**config.mk**
```make
export PLATFORM = sky130hd
export DESIGN_NAME = spi_reg_ctrl_flat
export DESIGN_NICKNAME = d
export VERILOG_FILES = /design/src/rtl/spi_reg_ctrl_if.sv /design/src/rtl/spi_reg_ctrl.sv /design/src/flat_wrapper.sv
export SDC_FILE = /design/constraint.sdc
export NUM_CORES = 1
export LEC_CHECK = 0
export CORE_UTILIZATION = 47
export DETAILED_ROUTE_END_ITERATION = 10
export PLACE_DENSITY_LB_ADDON = 0.2
export SLEW_MARGIN = 15
export SYNTH_ARGS = -nofsm -noshare
export SYNTH_HDL_FRONTEND = slang
export SYNTH_SLANG_ARGS = --single-unit
```
**constraint.sdc**
```tcl
create_clock -name clk -period 2.2 [get_ports clk]
set_clock_uncertainty 0.05 [all_clocks]
set_input_delay 0.33 -clock clk [delete_from_list [all_inputs] [get_ports clk]]
set_output_delay 0.33 -clock clk [all_outputs]
set_load 0.01 [all_outputs]
```
**src/rtl/spi_reg_ctrl_if.sv**
```systemverilog
// Register-file and spi_slave buffer bus between spi_reg_ctrl (master side)
// and the RTC register file / spi_slave (slave side).
interface spi_reg_ctrl_if #(
    parameter int WIDTH = 8
);
    logic [WIDTH-1:0] rx_data;
    logic [WIDTH-1:0] tx_data;
    logic             tx_wr;
    logic [WIDTH-2:0] reg_addr;
    logic [WIDTH-1:0] reg_wdata;
    logic             reg_we;
    logic             reg_re;
    logic [WIDTH-1:0] reg_rdata;

    modport master (
        input  rx_data,
        input  reg_rdata,
        output tx_data,
        output tx_wr,
        output reg_addr,
        output reg_wdata,
        output reg_we,
        output reg_re
    );

    modport slave (
        output rx_data,
        output reg_rdata,
        input  tx_data,
        input  tx_wr,
        input  reg_addr,
        input  reg_wdata,
        input  reg_we,
        input  reg_re
    );
endinterface

```
**src/rtl/spi_reg_ctrl.sv**
```systemverilog
// SPI transaction controller: frames bytes from the synchronised SPI pins,
// decodes {rw, addr} and drives register-file strobes with address auto-increment.
module spi_reg_ctrl #(
    parameter int WIDTH       = 8,
    parameter int SYNC_STAGES = 2
) (
    input  logic           clk,
    input  logic           rst,
    input  logic           sclk,
    input  logic           ss,
    spi_reg_ctrl_if.master bus,
    output logic           busy
);

    localparam int CW = $clog2(WIDTH);

    typedef enum logic [2:0] {
        IDLE,
        CMD,
        WDATA,
        RFETCH,
        RLOAD,
        RDATA
    } state_t;

    state_t state, state_next;

    logic [SYNC_STAGES-1:0] sclk_sync;
    logic [SYNC_STAGES-1:0] ss_sync;
    logic                   sclk_prev;
    logic                   ss_prev;
    logic                   sclk_s;
    logic                   ss_s;
    logic                   sclk_rise;
    logic                   ss_fall;
    logic                   ss_rise;

    logic [CW-1:0]          bit_cnt;
    logic                   byte_stb;
    logic [WIDTH-2:0]       addr;
    logic [WIDTH-1:0]       tx_data_q;
    logic [WIDTH-1:0]       wdata_q;
    logic                   we_q;

    assign sclk_s    = sclk_sync[SYNC_STAGES-1];
    assign ss_s      = ss_sync[SYNC_STAGES-1];
    assign sclk_rise = sclk_s && !sclk_prev && !ss_s;
    assign ss_fall   = !ss_s && ss_prev;
    assign ss_rise   = ss_s && !ss_prev;

    // ss synchroniser clears to 0, so after reset a select that is already
    // low never looks like a fall: the master must deselect and reselect.
    always_ff @(posedge clk) begin
        if (rst) begin
            sclk_sync <= '0;
            ss_sync   <= '0;
            sclk_prev <= 1'b0;
            ss_prev   <= 1'b0;
        end else begin
            sclk_sync <= {sclk_sync[SYNC_STAGES-2:0], sclk};
            ss_sync   <= {ss_sync[SYNC_STAGES-2:0], ss};
            sclk_prev <= sclk_s;
            ss_prev   <= ss_s;
        end
    end

    always_ff @(posedge clk) begin
        if (rst) begin
            bit_cnt  <= '0;
            byte_stb <= 1'b0;
        end else begin
            byte_stb <= 1'b0;
            if (ss_rise || ss_fall) begin
                bit_cnt <= '0;
            end else if (sclk_rise) begin
                if (bit_cnt == CW'(WIDTH - 1)) begin
                    bit_cnt  <= '0;
                    byte_stb <= 1'b1;
                end else begin
                    bit_cnt <= bit_cnt + 1'b1;
                end
            end
        end
    end

    always_ff @(posedge clk) begin
        if (rst) begin
            state <= IDLE;
        end else begin
            state <= state_next;
        end
    end

    // A read strobe already issued in RFETCH or RLOAD still fires even if
    // ss rises in that cycle; the deselect only redirects the next state.
    always_comb begin
        state_next = state;
        bus.reg_re = 1'b0;
        bus.tx_wr  = 1'b0;
        case (state)
            IDLE: begin
                if (ss_fall) state_next = CMD;
            end
            CMD: begin
                if (ss_rise)       state_next = IDLE;
                else if (byte_stb) state_next = bus.rx_data[WIDTH-1] ? RFETCH : WDATA;
            end
            WDATA: begin
                if (ss_rise) state_next = IDLE;
            end
            RFETCH: begin
                bus.reg_re = 1'b1;
                state_next = ss_rise ? IDLE : RLOAD;
            end
            RLOAD: begin
                bus.tx_wr  = 1'b1;
                state_next = ss_rise ? IDLE : RDATA;
            end
            RDATA: begin
                if (ss_rise)       state_next = IDLE;
                else if (byte_stb) state_next = RFETCH;
            end
            default: state_next = IDLE;
        endcase
    end

    // The write strobe is registered so a byte_stb that coincides with a
    // deselect still produces its write one cycle later.
    always_ff @(posedge clk) begin
        if (rst) begin
            addr      <= '0;
            tx_data_q <= '0;
            wdata_q   <= '0;
            we_q      <= 1'b0;
        end else begin
            we_q <= (state == WDATA) && byte_stb;
            if ((state == WDATA) && byte_stb) wdata_q <= bus.rx_data;
            if ((state == CMD) && byte_stb) begin
                addr <= bus.rx_data[WIDTH-2:0];
            end else if (we_q || (state == RLOAD)) begin
                addr <= addr + 1'b1;
            end
            if (state == RLOAD) tx_data_q <= bus.reg_rdata;
        end
    end

    // tx_data is transparent during RLOAD so spi_slave sees the fresh read
    // data in the same cycle as tx_wr.
    assign bus.tx_data   = (state == RLOAD) ? bus.reg_rdata : tx_data_q;
    assign bus.reg_addr  = addr;
    assign bus.reg_wdata = wdata_q;
    assign bus.reg_we    = we_q;
    assign busy          = (state != IDLE);

endmodule

```
**src/flat_wrapper.sv**
```systemverilog
// flat-port wrapper written by rule: the top's interface ports become plain ports
module spi_reg_ctrl_flat 
#(
    parameter int WIDTH       = 8,
    parameter int SYNC_STAGES = 2
)
  (clk, rst, sclk, ss, busy, bus_rx_data, bus_reg_rdata, bus_tx_data, bus_tx_wr, bus_reg_addr, bus_reg_wdata, bus_reg_we, bus_reg_re);
  spi_reg_ctrl_if #(.WIDTH(WIDTH)) bus_i ();
  input  logic clk;
  input  logic rst;
  input  logic sclk;
  input  logic ss;
  output logic busy;
  input wire logic [$bits(bus_i.rx_data)-1:0] bus_rx_data;
  input wire logic [$bits(bus_i.reg_rdata)-1:0] bus_reg_rdata;
  output wire logic [$bits(bus_i.tx_data)-1:0] bus_tx_data;
  output wire logic [$bits(bus_i.tx_wr)-1:0] bus_tx_wr;
  output wire logic [$bits(bus_i.reg_addr)-1:0] bus_reg_addr;
  output wire logic [$bits(bus_i.reg_wdata)-1:0] bus_reg_wdata;
  output wire logic [$bits(bus_i.reg_we)-1:0] bus_reg_we;
  output wire logic [$bits(bus_i.reg_re)-1:0] bus_reg_re;
  assign bus_i.rx_data = bus_rx_data;
  assign bus_i.reg_rdata = bus_reg_rdata;
  assign bus_tx_data = bus_i.tx_data;
  assign bus_tx_wr = bus_i.tx_wr;
  assign bus_reg_addr = bus_i.reg_addr;
  assign bus_reg_wdata = bus_i.reg_wdata;
  assign bus_reg_we = bus_i.reg_we;
  assign bus_reg_re = bus_i.reg_re;
  spi_reg_ctrl #(.WIDTH(WIDTH), .SYNC_STAGES(SYNC_STAGES)) u_core (.clk(clk), .rst(rst), .sclk(sclk), .ss(ss), .bus(bus_i), .busy(busy));
endmodule
```
==> results.tsv, run 1 <==
metric	value	unit
routed len/inst	12.8	um
crit end category	primary output	
post-synth cell types	33	
Power per Cell Area	833	mW/mm^2
Die Wd	61.5	um
Period minus WS final	2.11	ns
CTS Buf Count	5	
H-tree depth	2	
# diodes	0	
crit path DAT	1.73	ns
clock-pin slew on the worst setup and hold paths	0.11	ns
sequential share of the synthesized area	44.5	%
Non-Filler Instances	272	
total congestion overflow	0	
status	finished clean	
average via count per standard cell	5.10	
Num Clock Sinks	37	
Required @ worst endpoint	1.82	ns
Routed WL	3.49	mm
row count	21	
Cells after Synth	174	
cell count after placement	262	
YS warnings	0	
syn_nets	200	
root buffer cell	clkbuf_4	
Avg Inst Size Synth	9.56	um^2
port bufs	46	
drt first-iter violations	89	
fin worst setup slack	0.0876	ns
synth-to-layout area growth	33.6	%
crit path launch type	flip-flop	
worst slack, placed	0.167	ns
slowest cell delay on critical path	0.35	ns
CP Cell Sequence	nor3b_4 > buf_6 > mux2_2 > dlygate4sd2_1	
max cap viols	0	
First-pass DRT Iterations	4	
hold_buf cts	0	
Yosys top cell area share	44.5	%
io pins	47	
DRC Markers	0	
total core area	0.00336	mm^2
final worst-path cycle share	96.0	%
largest area contributor in the netlist	dfxtp_1	
DP HPWL	2.59	mm
Max transition margin	54.6	%
number of global-route vias before repair	1287	
FF+latch count, synth	37	
synth top area cells	dfxtp_1 (45%), mux2_2 (6.1%), nor2b_1 (4.9%)	
vias after detailed routing	1388	
commonest non-fill, non-tap cell in the layout	clkdlybuf4s50_1	
f_max	473	MHz
gpl congestion	0.789	
Netlist Area Pre-Place	0.00166	mm^2
Final nets	251	
Clock Path Buffers	2	
Initial Utilization	49.4	%
Top Family by Delay on Critical Path	buffers and inverters	
global-route wire length before repair	5.49	mm
antenna-violating nets left	0	
die height	61.5	um
static leakage	0.000871	uW
CTS tree	done	
slowest stage cell on the critical path	dfxtp_2	
Hold Fails Final Rpt	0	
final slew viol count	0	
All-Layer GR Usage	20.2	%
commonest non-fill, non-tap cells in the layout	clkdlybuf4s50_1 (37), dfxtp_1 (35), nor2_1 (17), nand2_1 (17)	
Worst Hold Class	flip-flop to flip-flop	
largest net degree at the start of global routing	27	
buffers and inverters on the worst path	2	
actual slew at the worst max-slew pin	0.680	ns
DIE AREA	0.00378	mm^2
CP Class	flip-flop to primary output	
antenna violations before repair	0	
final setup fails	0	
share of layout cells above drive strength 1	14.2	%
final hold slack	0.398	ns
later-pin clock latency in the skew report	0.35	ns
maximum vdd drop	0.682	mV
largest fanout on the critical path	12	
unrepaired setup endpoints after global routing	true	
## per-layer routing
| layer | routed length, um | track usage, % | share of wire (%) | up-vias |
|---|---|---|---|---|
| li1 | - | - | - | 700 |
| met1 | 1480 | 22.9 | 42 | 641 |
| met2 | 1770 | 34.3 | 51 | 40 |
| met3 | 183 | 6.93 | 5.2 | 7 |
| met4 | 57 | 9.21 | 1.6 | 0 |
| met5 | 0 | 0 | 0 | - |
## cell type report
class	count	area (um^2)
clock buffer	5	37.5
inverter	5	18.8
timing repair buffer	54	520
fill	294	1140
sequential	37	743
multi-input combinational	122	826
tap	46	57.6
clock inverter	3	17.5
## state kept, by name, indices dropped and copies added (netlist names)
name / flops
u_core.bus.reg_we: 1
u_core.bus.reg_wdata: 8
u_core.state: 3
u_core.bit_cnt: 3
u_core.ss_prev: 1
u_core.ss_sync: 2
u_core.byte_stb: 1
u_core.bus.reg_addr: 7
u_core.sclk_sync: 2
u_core.sclk_prev: 1
u_core.tx_data_q: 8
## cell usage after synthesis (all sizes together)
master / instances
mux2: 9
nor2: 17
o22ai: 2
o32a: 1
a211oi: 7
nor2b: 13
and3: 3
nand2: 17
nor3: 2
xor2: 6
a311oi: 1
mux2i: 3
a32o: 1
ha: 6
and4b: 1
nand3: 1
o2111ai: 4
o21bai: 1
nand2b: 6
clkbuf: 5
o21ai: 2
or3: 2
buf: 5
dfxtp: 37
nand3b: 2
nor3b: 2
inv: 5
a21oi: 13
## final timing paths
path	start	to	slack, ns	depth (start not counted)
min reg2reg	u_core.sclk_sync[0]	u_core.sclk_sync[1]	0.40	1
max	u_core.state[0]	bus_tx_data[3]	0.09	4
min	u_core.sclk_sync[0]	u_core.sclk_sync[1]	0.40	1
max reg2reg	u_core.ss_sync[1]	u_core.state[0]	0.47	6
## logic make-up (layout without fill, tap and decap cells)
group,count (synthesis),in the layout,synth area share (%)
AND/OR/NAND/NOR,66,66,20.8
flip-flops,37,37,44.5
AO/OA/AOI/OAI,32,32,13.2
buffers and inverters,15,67,5.79
multiplexers,12,12,7.90
adder cells (fa/ha/maj),6,6,4.51
XOR/XNOR,6,6,3.16
## where the power goes
group	internal (uW)	switching (uW)	leakage [uW]
clock network	120	224	0.0000310
registers	739	44.6	0.000301
logic	398	322	0.000539
total	1260	591	0.000871
## through the flow
stage	TNS (ns)	cell area (um^2)	utilization, %	total power [uW]
global route	-0.0107	2220	66.0	1970
CTS	0	2200	65.6	1850
finish	0	2220	66.0	1850
detailed placement	0	2150	63.9	1530
floorplan	0	1660	-	1260
global placement	0	2150	63.9	1500
## worst reg2reg max path, cell delays in order (launching register included)
cell	delay, ns
dfxtp_1	0.40
inv_1	0.08
ha_1	0.19
mux2_2	0.27
nor3_1	0.28
a21oi_1	0.10
a211oi_1	0.26
## what timing repair did
item                       CTS  global route
gates resized for setup      9             6
buffers inserted             1             1
setup endpoints to repair    8             9
No activity file was read; power rests on OpenSTA's default activity.
==> run 2: changes to the inputs <==
Settings changed: PLACE_DENSITY set to 0.79, PLACE_DENSITY_LB_ADDON 0.2 to unset.
==> run 2 against run 1 <==
Effect of this change:
- worst hold slack about the same
- sequential share of layout area rose by 0.17 points
- highest routed layer unchanged
- total power decreased by 1.1%
- register-to-register slack got worse by 0.06 ns
- flip-flop and latch count stayed put
- final cell count shrank 0.74%
==> results.tsv, run 2 (synthesis gave the netlist of run 1 again) <==
metric	value	unit
status	finished clean	
Top Family by Delay on Critical Path	buffers and inverters	
CTS Buf Count	5	
DP HPWL	2.61	mm
total congestion overflow	0	
final worst-path cycle share	94.8	%
clock-pin slew on the worst setup and hold paths	0.10	ns
antenna-violating nets left	0	
routed len/inst	13.1	um
Non-Filler Instances	270	
drt first-iter violations	66	
H-tree depth	2	
hold depth	1	
Sw Share	32.1	%
root buffer cell	clkbuf_4	
fin worst setup slack	0.115	ns
port bufs	46	
slowest cell delay on critical path	0.36	ns
Int Pwr	1240	uW
Reg2Reg Depth	6	
Power, Total	1830	uW
R2R Setup Slk	0.41	ns
average via count per standard cell	5.20	
die height	61.5	um
crit path launch type	flip-flop	
unrepaired setup endpoints after global routing	false	
Final nets	249	
actual slew at the worst max-slew pin	0.674	ns
# diodes	0	
Num Clock Sinks	37	
global-route wire length before repair	5.80	mm
CP Class	flip-flop to primary output	
Die Wd	61.5	um
final slew viol count	0	
antenna violations before repair	0	
row count	21	
Hold Fails Final Rpt	0	
worst slack, placed	0.241	ns
Max transition margin	55.0	%
later-pin clock latency in the skew report	0.33	ns
RR Endpoint	u_core.state[0]	
crit end category	primary output	
combinational share of power	39.1	%
clock power share	18.1	%
hold path start	u_core.sclk_sync[0]	
Power per Cell Area	831	mW/mm^2
hold_buf cts	0	
f_max	480	MHz
largest fanout on the critical path	11	
Required @ worst endpoint	1.82	ns
buffers and inverters on the worst path	2	
largest net degree at the start of global routing	33	
worst r2r src	u_core.ss_sync[1]	
Sum Neg Setup Slack	0	ns
Hold Path End	u_core.sclk_sync[1]	
final core utilization	65.5	%
Net Sw Power	587	uW
Worst Hold Class	flip-flop to flip-flop	
share of layout cells above drive strength 1	11.2	%
final setup fails	0	
max cap viols	0	
DRC Markers	0	
Initial Utilization	49.4	%
DIE AREA	0.00378	mm^2
static leakage	0.000860	uW
cell count after placement	262	
Fillers	301	
Routed WL	3.53	mm
CP Cell Sequence	nor3b_4 > buf_6 > mux2_2 > dlygate4sd2_1	
crit path DAT	1.70	ns
total core area	0.00336	mm^2
gpl congestion	0.778	
maximum vdd drop	0.717	mV
commonest non-fill, non-tap cells in the layout	clkdlybuf4s50_1 (37), dfxtp_1 (37), nor2_1 (17), nand2_1 (17)	
number of global-route vias before repair	1328	
slowest stage cell on the critical path	dfxtp_1	
All-Layer GR Usage	21.2	%
part of the power in registers	42.8	%
Period minus WS final	2.08	ns
io pins	47	
CTS tree	done	
vias after detailed routing	1405	
synth-to-layout area growth	32.4	%
Clock Path Buffers	2	
First-pass DRT Iterations	4	
-- run 2: changes by cell type in the layout (fill, tap and decap cells not counted), sizes merged --
cell / previous run / this run
buf: 8 / 6
clkbuf: 5 / 8
dlygate4sd2: 5 / 9
clkdlybuf4s15: 3 / 0
clkinvlp: 1 / 0
dlymetal6s2s: 1 / 0
clkinv: 2 / 0
-- run 2: worst max path at each step --
stage	slack (ns)	from	cells past startpoint	endpoint
finish	0.12	u_core.state[2]	4	bus_tx_data[2]
global route	0.03	u_core.state[2]	4	bus_tx_data[1]
CTS	0.08	u_core.state[2]	4	bus_tx_data[2]
detailed placement	0.24	u_core.state[2]	4	bus_tx_data[4]
global placement	0.29	u_core.state[0]	4	bus_tx_data[0]
floorplan	0.52	u_core.state[2]	4	bus_tx_data[1]
-- run 2: power groups by stage --
stage / Combinational, uW / Sequential, uW / Clock (uW)
final: 715 / 782 / 332
after detailed placement: 748 / 800 / 0
after CTS: 710 / 783 / 344
after global placement: 726 / 789 / 0
after floorplan: 476 / 785 / 0
after global routing: 773 / 791 / 375
-- run 2: layout make-up --
cell class / instances / area, um^2 / share of cell area (%)
Clock buffer: 8 / 48.8 / 2.22
Inverter: 5 / 18.8 / 0.852
Multi-Input combinational cell: 122 / 826 / 37.5
Sequential cell: 37 / 741 / 33.6
Tap cell: 46 / 57.6 / 2.61
Timing Repair Buffer: 52 / 510 / 23.2
-- run 2: worst register-to-register path, delay by kind of cell (launching register included) --
kind                       cells  cell delay, ns
DFF                            1            0.42
and+or+nand+nor                1            0.30
buffers and inverters          1            0.08
adders and majority gates      1            0.20
AOI/OAI and AO/OA              2            0.37
muxes                          1            0.28
-- run 2: layer usage --
| layer | global-route usage, % | up-vias | share of wire [%] |
|---|---|---|---|
| met5 | 0 | - | 0 |
| met1 | 26.4 | 634 | 42 |
| li1 | - | 692 | - |
| met2 | 34.1 | 69 | 49 |
| met4 | 8.89 | 0 | 2.2 |
| met3 | 6.51 | 10 | 7.4 |
-- run 2: repair_timing --
action | in CTS | in global routing
setup buffers | 0 | 0
setup endpoints to repair | 9 | 0
gates resized for setup | 10 | 0
-- run 2: through the flow --
stage,instance area [um^2],hold WS [ns]
after floorplan,1660,0.364
after global placement,2160,0.381
after detailed placement,2160,0.393
after CTS,2200,0.401
after global routing,2200,0.421
final,2200,0.398
==> variant (flow settings as in run 1) <==
Reset style: asynchronous (`rst`), changed in 4 clocked blocks. Comments in the files are not updated.
--- a/src/rtl/spi_reg_ctrl.sv
+++ b/src/rtl/spi_reg_ctrl.sv
@@ -51,5 +51,5 @@
     // ss synchroniser clears to 0, so after reset a select that is already
     // low never looks like a fall: the master must deselect and reselect.
-    always_ff @(posedge clk) begin
+    always_ff @(posedge clk or posedge rst) begin
         if (rst) begin
             sclk_sync <= '0;
@@ -65,5 +65,5 @@
     end
 
-    always_ff @(posedge clk) begin
+    always_ff @(posedge clk or posedge rst) begin
         if (rst) begin
             bit_cnt  <= '0;
@@ -84,5 +84,5 @@
     end
 
-    always_ff @(posedge clk) begin
+    always_ff @(posedge clk or posedge rst) begin
         if (rst) begin
             state <= IDLE;
@@ -127,5 +127,5 @@
     // The write strobe is registered so a byte_stb that coincides with a
     // deselect still produces its write one cycle later.
-    always_ff @(posedge clk) begin
+    always_ff @(posedge clk or posedge rst) begin
         if (rst) begin
             addr      <= '0;
Function: differs if rst is asserted again (counterexample within 10 cycles, from zero or initial values and one cycle with rst high); with rst held inactive, the same outputs for 10 cycles.
==> variant against run 1 <==
Die area is 2.5% lower. Sequential cell count unchanged. Via count shrank 14%. Area after synthesis decreased by 2.6%. Global-route usage increased by 1.0 points. Cell area rose by 3.0%. Utilization rose by 6.5 points. Routed wire length fell by 7.6%. First-iteration DRC count shrank 61%. Worst setup slack lost 0.0049 ns.
Power is not compared: it rests on default switching activity, and its combinational part moved more than twofold at a synthesized area within 25%.
==> variant: results (changes against run 1) <==
<table>
<tr><th>Metric</th><th>Value</th></tr>
<tr><th colspan="2">Status</th></tr>
<tr><td>Outcome</td><td>completed</td></tr>
<tr><th colspan="2">Hold path</th></tr>
<tr><td>Min-Delay Path Depth</td><td>0 (-1)</td></tr>
<tr><td>Startpoint of the worst hold path</td><td>u_core.ss_sync[0]</td></tr>
<tr><td>Worst-case hold path end point</td><td>u_core.ss_sync[1]</td></tr>
<tr><th colspan="2">Worst setup path</th></tr>
<tr><td>Worst Reg-to-Reg Cells</td><td>8 (+2)</td></tr>
<tr><td>Worst R2R Setup Slack</td><td>0.36 ns (-0.11 ns)</td></tr>
<tr><td>Crit path arrival time</td><td>1.74 ns</td></tr>
<tr><td>Worst flop-to-flop path startpoint</td><td>u_core.state[2]</td></tr>
<tr><td>Biggest fanout along the worst timing path</td><td>6 (-6)</td></tr>
<tr><td>Destination of the worst register-to-register timing path</td><td>u_core.bus.reg_addr[4]</td></tr>
<tr><th colspan="2">Global route</th></tr>
<tr><td>Maximum number of pins on one net before global-route repair</td><td>38 (+41%)</td></tr>
<tr><td>Wire length of the first global-routing pass</td><td>5423 microns (-1.3%)</td></tr>
<tr><td>Global routing usage summed across all routing layers</td><td>21.20% (+1.0 points)</td></tr>
<tr><td>Via count of the first global-routing pass</td><td>1,234 (-4.1%)</td></tr>
<tr><th colspan="2">Synthesis</th></tr>
<tr><td>Fraction of registers with async set/reset</td><td>100.0% (+100 points)</td></tr>
<tr><td>Library cells used by synthesis</td><td>29 (-12%)</td></tr>
<tr><td>Mapped Nets</td><td>153 (-24%)</td></tr>
<tr><td>Predominant post-synthesis flop cell</td><td>dfrtp_1</td></tr>
<tr><td>Main area contributors after synthesis</td><td>dfrtp_1, mux2_2, ha_1, mux2i_1, o21ai_0</td></tr>
<tr><td>Sequential element share of the synthesized area</td><td>57.14% (+13 points)</td></tr>
<tr><td>Commonest cells in the synthesized netlist</td><td>dfrtp_1, mux2_2, nand2_1, o21ai_0</td></tr>
<tr><th colspan="2">Route</th></tr>
<tr><td>Average via count per standard cell</td><td>5.120 (+0.34%)</td></tr>
<tr><td>Routed WL per cell</td><td>13.85 microns (+7.8%)</td></tr>
<tr><td>First-iteration detailed-routing DRC count</td><td>35 (-61%)</td></tr>
<tr><th colspan="2">Finish</th></tr>
<tr><td>Filler cell count in the final layout</td><td>242 (-18%)</td></tr>
<tr><td>Share of final-layout standard cells stronger than drive strength 1</td><td>24.87% (+11 points)</td></tr>
<tr><td>Net count reported at finish</td><td>214 (-15%)</td></tr>
<tr><th colspan="2">Placed design</th></tr>
<tr><td>Detail Placement HPWL</td><td>2232 microns (-14%)</td></tr>
<tr><td>Routability cong.</td><td>0.7354 (-6.8%)</td></tr>
<tr><th colspan="2">STA</th></tr>
<tr><td>Slew of the pin with the lowest slew margin</td><td>0.6061 ns (-0.07337 ns)</td></tr>
<tr><td>Hold_ws</td><td>0.3131 ns (-0.08463 ns)</td></tr>
</table>
==> variant: cell types whose count changed in the layout (fill, tap and decap cells not counted), moves of 9 or more <==
cell,before,now
a21oi_1,13,4
dfrtp_1,0,37
dfxtp_1,35,0
mux2_2,9,18
nand2_1,17,7
nor2_1,17,6
nor2b_1,13,3
==> variant: power groups by stage <==
stage,clock (mW),sequential (mW),combinational (mW)
floorplan,0,0.712,0.0516
global placement,0,0.711,0.109
detailed placement,0,0.712,0.113
CTS,0.586,0.698,0.114
global route,0.625,0.700,0.125
finish,0.579,0.698,0.113
==> variant: cell type report <==
class / instances / area, sq um / share of cell area (%)
inverter: 5 / 18.77 / 0.8201
sequential: 37 / 925.9 / 40.46
clock inverter: 3 / 65.06 / 2.843
multi-input combinational: 81 / 659.4 / 28.81
timing repair buffer: 58 / 526.8 / 23.02
tap: 44 / 55.05 / 2.406
clock buffer: 5 / 37.54 / 1.640
==> variant: how the worst max path moves through the flow <==
stage	from	to	slack, ns	depth (start not counted)
after global placement	u_core.state[0]	bus_tx_data[4]	0.23	4
after detailed placement	u_core.state[0]	bus_tx_data[1]	0.18	4
after global routing	u_core.state[1]	bus_tx_data[2]	0.007	4
after CTS	u_core.state[0]	bus_tx_data[5]	0.002	5
after floorplan	u_core.state[0]	bus_tx_data[0]	0.50	3
final	u_core.state[1]	bus_tx_data[6]	0.08	4
==> variant: cell families after synthesis <==
logic type                 after synthesis  synth area share [%]
DFF                                     37                 57.14
and+or+nand+nor                         29                 10.81
muxes                                   22                 14.98
AOI/OAI and AO/OA                       18                 6.718
buffers and inverters                    9                 2.471
xor gates and xnor gates                 6                 3.243
adders and majority gates                6                 4.633
==> variant: repair_timing <==
item,in CTS,in global routing
gates resized for setup,15,7
pin swaps,0,1
setup buffers,5,0
setup endpoints to repair,8,8
==> variant: metal layers <==
metal  vias to the layer above  GRT usage, %  wire (microns)
li1                        571             -               -
met1                       576         24.37            1328
met2                        41         35.95            1598
met3                         5         8.529             261
met4                         0         7.468              38
met5                         -             0               0
==> variant: metrics by stage <==
stage	std cells	cell area, sq um	setup slack, ns
2_1_floorplan	127	1620	0.4983
3_3_place_gp	220	2167	0.2277
3_5_place_dp	220	2167	0.1837
4_1_cts	233	2306	0.001757
5_1_grt	233	2288	0.007375
6_report	233	2288	0.08267
==> variant: worst max-delay path, stage by stage, from the launching register on <==
cell and delay, ns:
dfrtp_1 0.41, nor3b_2 0.21, buf_6 0.15, mux2_2 0.34, dlygate4sd2_1 0.28
